===== src/rtl/icap_reboot_master.sv =====
// Wishbone initiator that streams the Spartan-3A IPROG reboot sequence, one byte per write, to an 8-bit ICAP responder.
// Optional macro ICAP_ACK_TIMEOUT_EN adds a per-write ack timeout with a sticky err flag.
module icap_reboot_master #(
   parameter logic [7:0]  RD_OPCODE   = 8'h0B,
   parameter logic [23:0] GOLDEN_ADDR = 24'h000000,
   parameter int          BITSWAP     = 1,
   parameter int          ACK_TIMEOUT = 16
) (
   input  logic        clk,
   input  logic        reset_n,
   input  logic        go,
   input  logic [23:0] boot_addr,
   output logic        busy,
   output logic        done,
   output logic        err,
   output logic        cyc_o,
   output logic        stb_o,
   output logic        we_o,
   output logic [31:0] dat_o,
   input  logic        ack_i,
   input  logic [31:0] dat_i,
   output logic [1:0]  dbg_state
);

   // Handshake: a write is offered while cyc_o=stb_o=1 and completes on the first
   // cycle ack_i rises in REQ; strobes drop on that same edge, so a held ack counts once.
   typedef enum logic [1:0] {ST_IDLE, ST_REQ, ST_GAP, ST_DONE} state_t;

   state_t      state_q, state_d;
   logic [4:0]  cnt_q, cnt_d;
   logic [23:0] addr_q, addr_d;
   logic        busy_q, busy_d;
   logic        done_q, done_d;
   logic        cyc_q, cyc_d;
   logic        stb_q, stb_d;
   logic        we_q, we_d;
   logic [7:0]  dat_q, dat_d;
   logic        ack_prev_q, ack_prev_d;
   logic        ack_ok;
   logic        unused_bits;

`ifdef ICAP_ACK_TIMEOUT_EN
   logic        err_q, err_d;
   logic [15:0] tmo_q, tmo_d;
`endif

   function automatic logic [15:0] seq_word(input logic [3:0] idx, input logic [23:0] addr);
      logic [15:0] w;
      case (idx)
         4'd0:    w = 16'hFFFF;
         4'd1:    w = 16'hAA99;
         4'd2:    w = 16'h3261;
         4'd3:    w = addr[15:0];
         4'd4:    w = 16'h3281;
         4'd5:    w = {RD_OPCODE, addr[23:16]};
         4'd6:    w = 16'h32A1;
         4'd7:    w = GOLDEN_ADDR[15:0];
         4'd8:    w = 16'h32C1;
         4'd9:    w = {RD_OPCODE, GOLDEN_ADDR[23:16]};
         4'd10:   w = 16'h30A1;
         4'd11:   w = 16'h000E;
         4'd12:   w = 16'h2000;
         4'd13:   w = 16'h2000;
         default: w = 16'h0000;
      endcase
      return w;
   endfunction

   // High byte of each word goes out first.
   function automatic logic [7:0] seq_byte(input logic [4:0] idx, input logic [23:0] addr);
      logic [15:0] w;
      w = seq_word(idx[4:1], addr);
      return idx[0] ? w[7:0] : w[15:8];
   endfunction

   function automatic logic [7:0] icap_order(input logic [7:0] b);
      logic [7:0] r;
      for (int i = 0; i < 8; i++) r[i] = b[7-i];
      return (BITSWAP != 0) ? r : b;
   endfunction

   assign ack_ok = ack_i && !ack_prev_q;

   always_comb begin
      state_d    = state_q;
      cnt_d      = cnt_q;
      addr_d     = addr_q;
      busy_d     = busy_q;
      done_d     = 1'b0;
      cyc_d      = cyc_q;
      stb_d      = stb_q;
      we_d       = we_q;
      dat_d      = dat_q;
      ack_prev_d = ack_i;
`ifdef ICAP_ACK_TIMEOUT_EN
      err_d      = err_q;
      tmo_d      = tmo_q;
`endif
      case (state_q)
         ST_IDLE: begin
            if (go) begin
               addr_d  = boot_addr;
               busy_d  = 1'b1;
               cnt_d   = 5'd0;
               cyc_d   = 1'b1;
               stb_d   = 1'b1;
               we_d    = 1'b1;
               dat_d   = icap_order(seq_byte(5'd0, boot_addr));
               state_d = ST_REQ;
`ifdef ICAP_ACK_TIMEOUT_EN
               err_d   = 1'b0;
               tmo_d   = 16'd0;
`endif
            end
         end
         ST_REQ: begin
            if (ack_ok) begin
               cyc_d   = 1'b0;
               stb_d   = 1'b0;
               we_d    = 1'b0;
               cnt_d   = cnt_q + 5'd1;
               state_d = (cnt_q == 5'd27) ? ST_DONE : ST_GAP;
            end
`ifdef ICAP_ACK_TIMEOUT_EN
            else if (tmo_q == 16'(ACK_TIMEOUT - 1)) begin
               cyc_d   = 1'b0;
               stb_d   = 1'b0;
               we_d    = 1'b0;
               err_d   = 1'b1;
               busy_d  = 1'b0;
               state_d = ST_IDLE;
            end else begin
               tmo_d   = tmo_q + 16'd1;
            end
`endif
         end
         ST_GAP: begin
            cyc_d   = 1'b1;
            stb_d   = 1'b1;
            we_d    = 1'b1;
            dat_d   = icap_order(seq_byte(cnt_q, addr_q));
            state_d = ST_REQ;
`ifdef ICAP_ACK_TIMEOUT_EN
            tmo_d   = 16'd0;
`endif
         end
         ST_DONE: begin
            done_d  = 1'b1;
            busy_d  = 1'b0;
            state_d = ST_IDLE;
         end
         default: state_d = ST_IDLE;
      endcase
   end

   always_ff @(posedge clk or negedge reset_n) begin
      if (!reset_n) begin
         state_q    <= ST_IDLE;
         cnt_q      <= 5'd0;
         addr_q     <= 24'd0;
         busy_q     <= 1'b0;
         done_q     <= 1'b0;
         cyc_q      <= 1'b0;
         stb_q      <= 1'b0;
         we_q       <= 1'b0;
         dat_q      <= 8'd0;
         ack_prev_q <= 1'b0;
`ifdef ICAP_ACK_TIMEOUT_EN
         err_q      <= 1'b0;
         tmo_q      <= 16'd0;
`endif
      end else begin
         state_q    <= state_d;
         cnt_q      <= cnt_d;
         addr_q     <= addr_d;
         busy_q     <= busy_d;
         done_q     <= done_d;
         cyc_q      <= cyc_d;
         stb_q      <= stb_d;
         we_q       <= we_d;
         dat_q      <= dat_d;
         ack_prev_q <= ack_prev_d;
`ifdef ICAP_ACK_TIMEOUT_EN
         err_q      <= err_d;
         tmo_q      <= tmo_d;
`endif
      end
   end

`ifdef ICAP_ACK_TIMEOUT_EN
   assign err = err_q;
`else
   assign err = 1'b0;
`endif

   assign busy      = busy_q;
   assign done      = done_q;
   assign cyc_o     = cyc_q;
   assign stb_o     = stb_q;
   assign we_o      = we_q;
   assign dat_o     = {24'd0, dat_q};
   assign dbg_state = state_q;

   // The responder's read data carries nothing for a write-only master.
   assign unused_bits = ^{dat_i, 32'(ACK_TIMEOUT)};

endmodule


===== config.mk =====
export PLATFORM = sky130hd
export DESIGN_NAME = icap_reboot_master
export DESIGN_NICKNAME = d
export VERILOG_FILES = /design/src/rtl/icap_reboot_master.sv
export SDC_FILE = /design/constraint.sdc
export NUM_CORES = 1
export LEC_CHECK = 0
export BUFFER_PORTS_ARGS = -buffer_cell sky130_fd_sc_hd__buf_2
export CAP_MARGIN = 0
export CORE_ASPECT_RATIO = 1.1
export CORE_MARGIN = 5
export CORE_UTILIZATION = 35
export CTS_CLUSTER_SIZE = 16
export DETAILED_ROUTE_END_ITERATION = 6
export HOLD_SLACK_MARGIN = 0.02
export PLACE_DENSITY = 0.66
export SLEW_MARGIN = 40
export SYNTH_ARGS = -nofsm -noshare
export SYNTH_HDL_FRONTEND = slang
export SYNTH_SLANG_ARGS = --single-unit

===== constraint.sdc =====
create_clock -name clk -period 1.74 [get_ports clk]
set_input_delay 0.087 -clock clk [delete_from_list [all_inputs] [get_ports clk]]
set_output_delay 0.087 -clock clk [all_outputs]
set_load 0.01 [all_outputs]

==> flow_metrics.env <==
export IMPL_clockRootBuffer="clkbuf_8"
export IMPL_cts_tree="done"
export IMPL_cp_cell_sequence="nand3b_1 -> o32ai_1 -> a31oi_1"
export IMPL_antenna_found_initial=0
export IMPL_syn_area_um2=2364
export IMPL_initial_core_util=0.3584
export IMPL_critPathBufInv=0
export IMPL_grt_pass1_vias=1846
export IMPL_critPathMaxFanout=19
export IMPL_drtIter0Drc=67
export IMPL_power_density_nw_per_um2=1230
export IMPL_ios=100
export IMPL_power_total_mw=3.576
export IMPL_slowest_delay_ps=760
export IMPL_dieWidth_um=88.35
export IMPL_synth_edf_count=0
export IMPL_cts_resized=0
export IMPL_critical_path_top_delay_family="flip-flops"
export IMPL_final_area_um2=2908
export IMPL_grt_usage=0.1281
export IMPL_cts_setup_buffers=0
export IMPL_die_area_um2=8498
export IMPL_top_layer="met4"
export IMPL_synth_cell_types=50
export IMPL_synthCells=221
export IMPL_worst_ep_arrival_time_ps=1700
export IMPL_fmax_ghz=0.6549
export IMPL_skew_ps=9.275
export IMPL_numCtsBuffers=5
export IMPL_firstDrtPassIters=4
export IMPL_met1Wirelength_mm=2.234
export IMPL_placed_area_um2=2606
export IMPL_drc=0
export IMPL_route_met2_wl_mm=2.481
export IMPL_rows=31
export IMPL_syn_mean_instance_area_um2=10.69
export IMPL_grt_max_degree=44
export IMPL_htree_levels=2
export IMPL_start_kind="flip-flop"
export IMPL_max_vdd_ir_drop_v=0.0006520
export IMPL_max_clock_path_buffers=2
export IMPL_area_growth_pct=23.03
export IMPL_slew_headroom=0.5637
export IMPL_fin_nets=354
export IMPL_dr_wl_met3_um=361
export IMPL_drive_above_1_share=0.3333
export IMPL_period_share=0.8775
export IMPL_wl_mm=5.154
export IMPL_drv_slew=0
export IMPL_gp_congestion=0.8344
export IMPL_dp_slack_ps=213.1
export IMPL_setup_violations=0
export IMPL_finalSetupTns_ps=0
export IMPL_final_hold_viol_count=0
export IMPL_numPortBuffers=42
export IMPL_hold_class="input pin to flip-flop"
export IMPL_maxCapViolCount=0
export IMPL_synth_sequential_area_ratio=0.4553
export IMPL_p_leak_nw=1.304
export IMPL_die_h_um=96.19
export IMPL_cts_sinks=43
export IMPL_finish_utilization=0.4410
export IMPL_fin_crit_ps=1527
export IMPL_grt_pass1_wl_mm=8.556
export IMPL_status="finished clean"
export IMPL_tightest_slew_ps=654.4
export IMPL_wl_per_cell_um=13.71
export IMPL_layout_setup_ws_ps=213.1
export IMPL_diodes=0
export IMPL_cp_end_kind="flip-flop"
export IMPL_ys_ff_latch=43
export IMPL_vias=1805
export IMPL_cp_slowest_cell="dfrtp_1"
export IMPL_async_flop_share=1.000
export IMPL_dp_hpwl_mm=3.681
export IMPL_overflow=0
export IMPL_grt_setup_unrepaired="no"
export IMPL_path_clk_slew_ps=80
export IMPL_clk_latency_ps=300
export IMPL_drtAntennaViolNets=0
export IMPL_yosysWarnings=0
export IMPL_required_ps=1910
export IMPL_drt_vias_per_instance=4.801
export IMPL_synthFlopType="dfrtp_1"
export IMPL_path_class="flip-flop to flip-flop"
export IMPL_coreArea_um2=6594
==> layout make-up <==
type | count | area, µm²
clock buffers | 7 | 76.32
clock inverters | 1 | 5.005
fillers | 665 | 3686
inverters | 4 | 15.01
multi-input cells | 157 | 1067
flip-flops and latches | 43 | 1076
well taps | 82 | 102.6
repair buffers | 82 | 565.5
==> metrics by stage <==
| stage | std cells | hold slack, ps |
|---|---|---|
| detailed placement | 346 | 197.7 |
| global route | 376 | 20.14 |
| finish | 376 | 24.25 |
| global placement | 346 | 193.9 |
| floorplan | 245 | -208.6 |
| CTS | 376 | 21.13 |
==> cell usage after synthesis, types with 2 or more instances <==
cell / n / share of area
nor2_1: 20 / 0.032
buf_4: 29 / 0.092
o32a_1: 2 / 0.0085
xor2_1: 3 / 0.011
xnor2_1: 2 / 0.0074
mux2i_1: 3 / 0.013
mux2_2: 19 / 0.091
nor2b_1: 2 / 0.0053
inv_1: 3 / 0.0048
nor3_1: 2 / 0.0042
o21ai_0: 7 / 0.015
a31oi_1: 3 / 0.0079
nand3_1: 6 / 0.013
a21oi_1: 8 / 0.017
a21o_1: 2 / 0.0064
o22ai_1: 2 / 0.0053
buf_6: 3 / 0.014
nand2b_1: 4 / 0.011
mux2_4: 6 / 0.038
buf_2: 8 / 0.017
dfrtp_1: 43 / 0.46
o32ai_1: 2 / 0.0074
nand4_1: 3 / 0.0079
o311a_1: 2 / 0.0085
nand2_1: 12 / 0.019
==> state kept, by name, summed over array words and instances, names as in the netlist <==
| register | cells |
|---|---|
| addr_q | 24 |
| dat_q | 8 |
| cnt_q | 5 |
| dbg_state | 2 |
| ack_prev_q | 1 |
| busy | 1 |
| done | 1 |
| we_o | 1 |
==> what timing repair did <==
item	CTS	global route
endpoints found under the hold margin	64	0
setup endpoints to repair	0	0
hold buffers	22	0
==> worst register-to-register path: cells and delay by family, from the launching register on <==
kind / cells / cell delay [ps]
DFF: 1 / 760
AOI/OAI and AO/OA: 2 / 380
and+or+nand+nor: 1 / 270
==> path summary, 6_finish.rpt <==
check | from | end | slack (ps) | cells after the start
worst min-delay path | boot_addr[3] | addr_q[3] | 20 | 2
worst max register to register | cnt_q[0] | dat_q[7] | 210 | 3
worst min register to register | busy | busy | 470 | 1
worst max-delay path | cnt_q[0] | dat_q[7] | 210 | 3
min in group asynchronous | reset_n | addr_q[5] | 390 | 3
max in group asynchronous | reset_n | addr_q[20] | 970 | 3
==> cell families after synthesis <==
family / share of synthesized area
muxes: 0.1413
buffers and inverters: 0.1313
and+or+nand+nor: 0.1175
AOI/OAI and AO/OA: 0.1292
other: 0.001587
xor gates and xnor gates: 0.01853
DFF: 0.4553
adders and majority gates: 0.005293
==> routing by layer <==
metal	GRT usage	vias up
met5	0	-
met4	0.05164	0
met3	0.02654	10
met2	0.2151	70
met1	0.1599	857
li1	-	868
==> layout by cell type (no fill, tap or decap), types with 2 or more instances in the layout <==
cell type and instances:
dlygate4sd3_1 22, a21oi_1 8, xnor2_1 2, buf_2 42
inv_1 3, nor2b_1 2, o32a_1 2, o311a_1 2
nand2b_1 4, xor2_1 3, nor2_1 20, o32ai_1 2
a31oi_1 3, o22ai_1 2, buf_4 18, nand2_1 12
clkbuf_8 5, o21ai_0 7, conb_1 25, a21o_1 2
clkbuf_1 2, mux2_4 6, mux2i_1 3, nand3_1 6
dfrtp_1 43, nor3_1 2, mux2_2 19, nand4_1 3
==> report_power, final <==
group	internal (mW)	total, mW	switching, mW
combinational	0.729	1.30	0.568
sequential	1.37	1.67	0.295
clock	0.282	0.610	0.328
(Power assumes the default switching activity.)
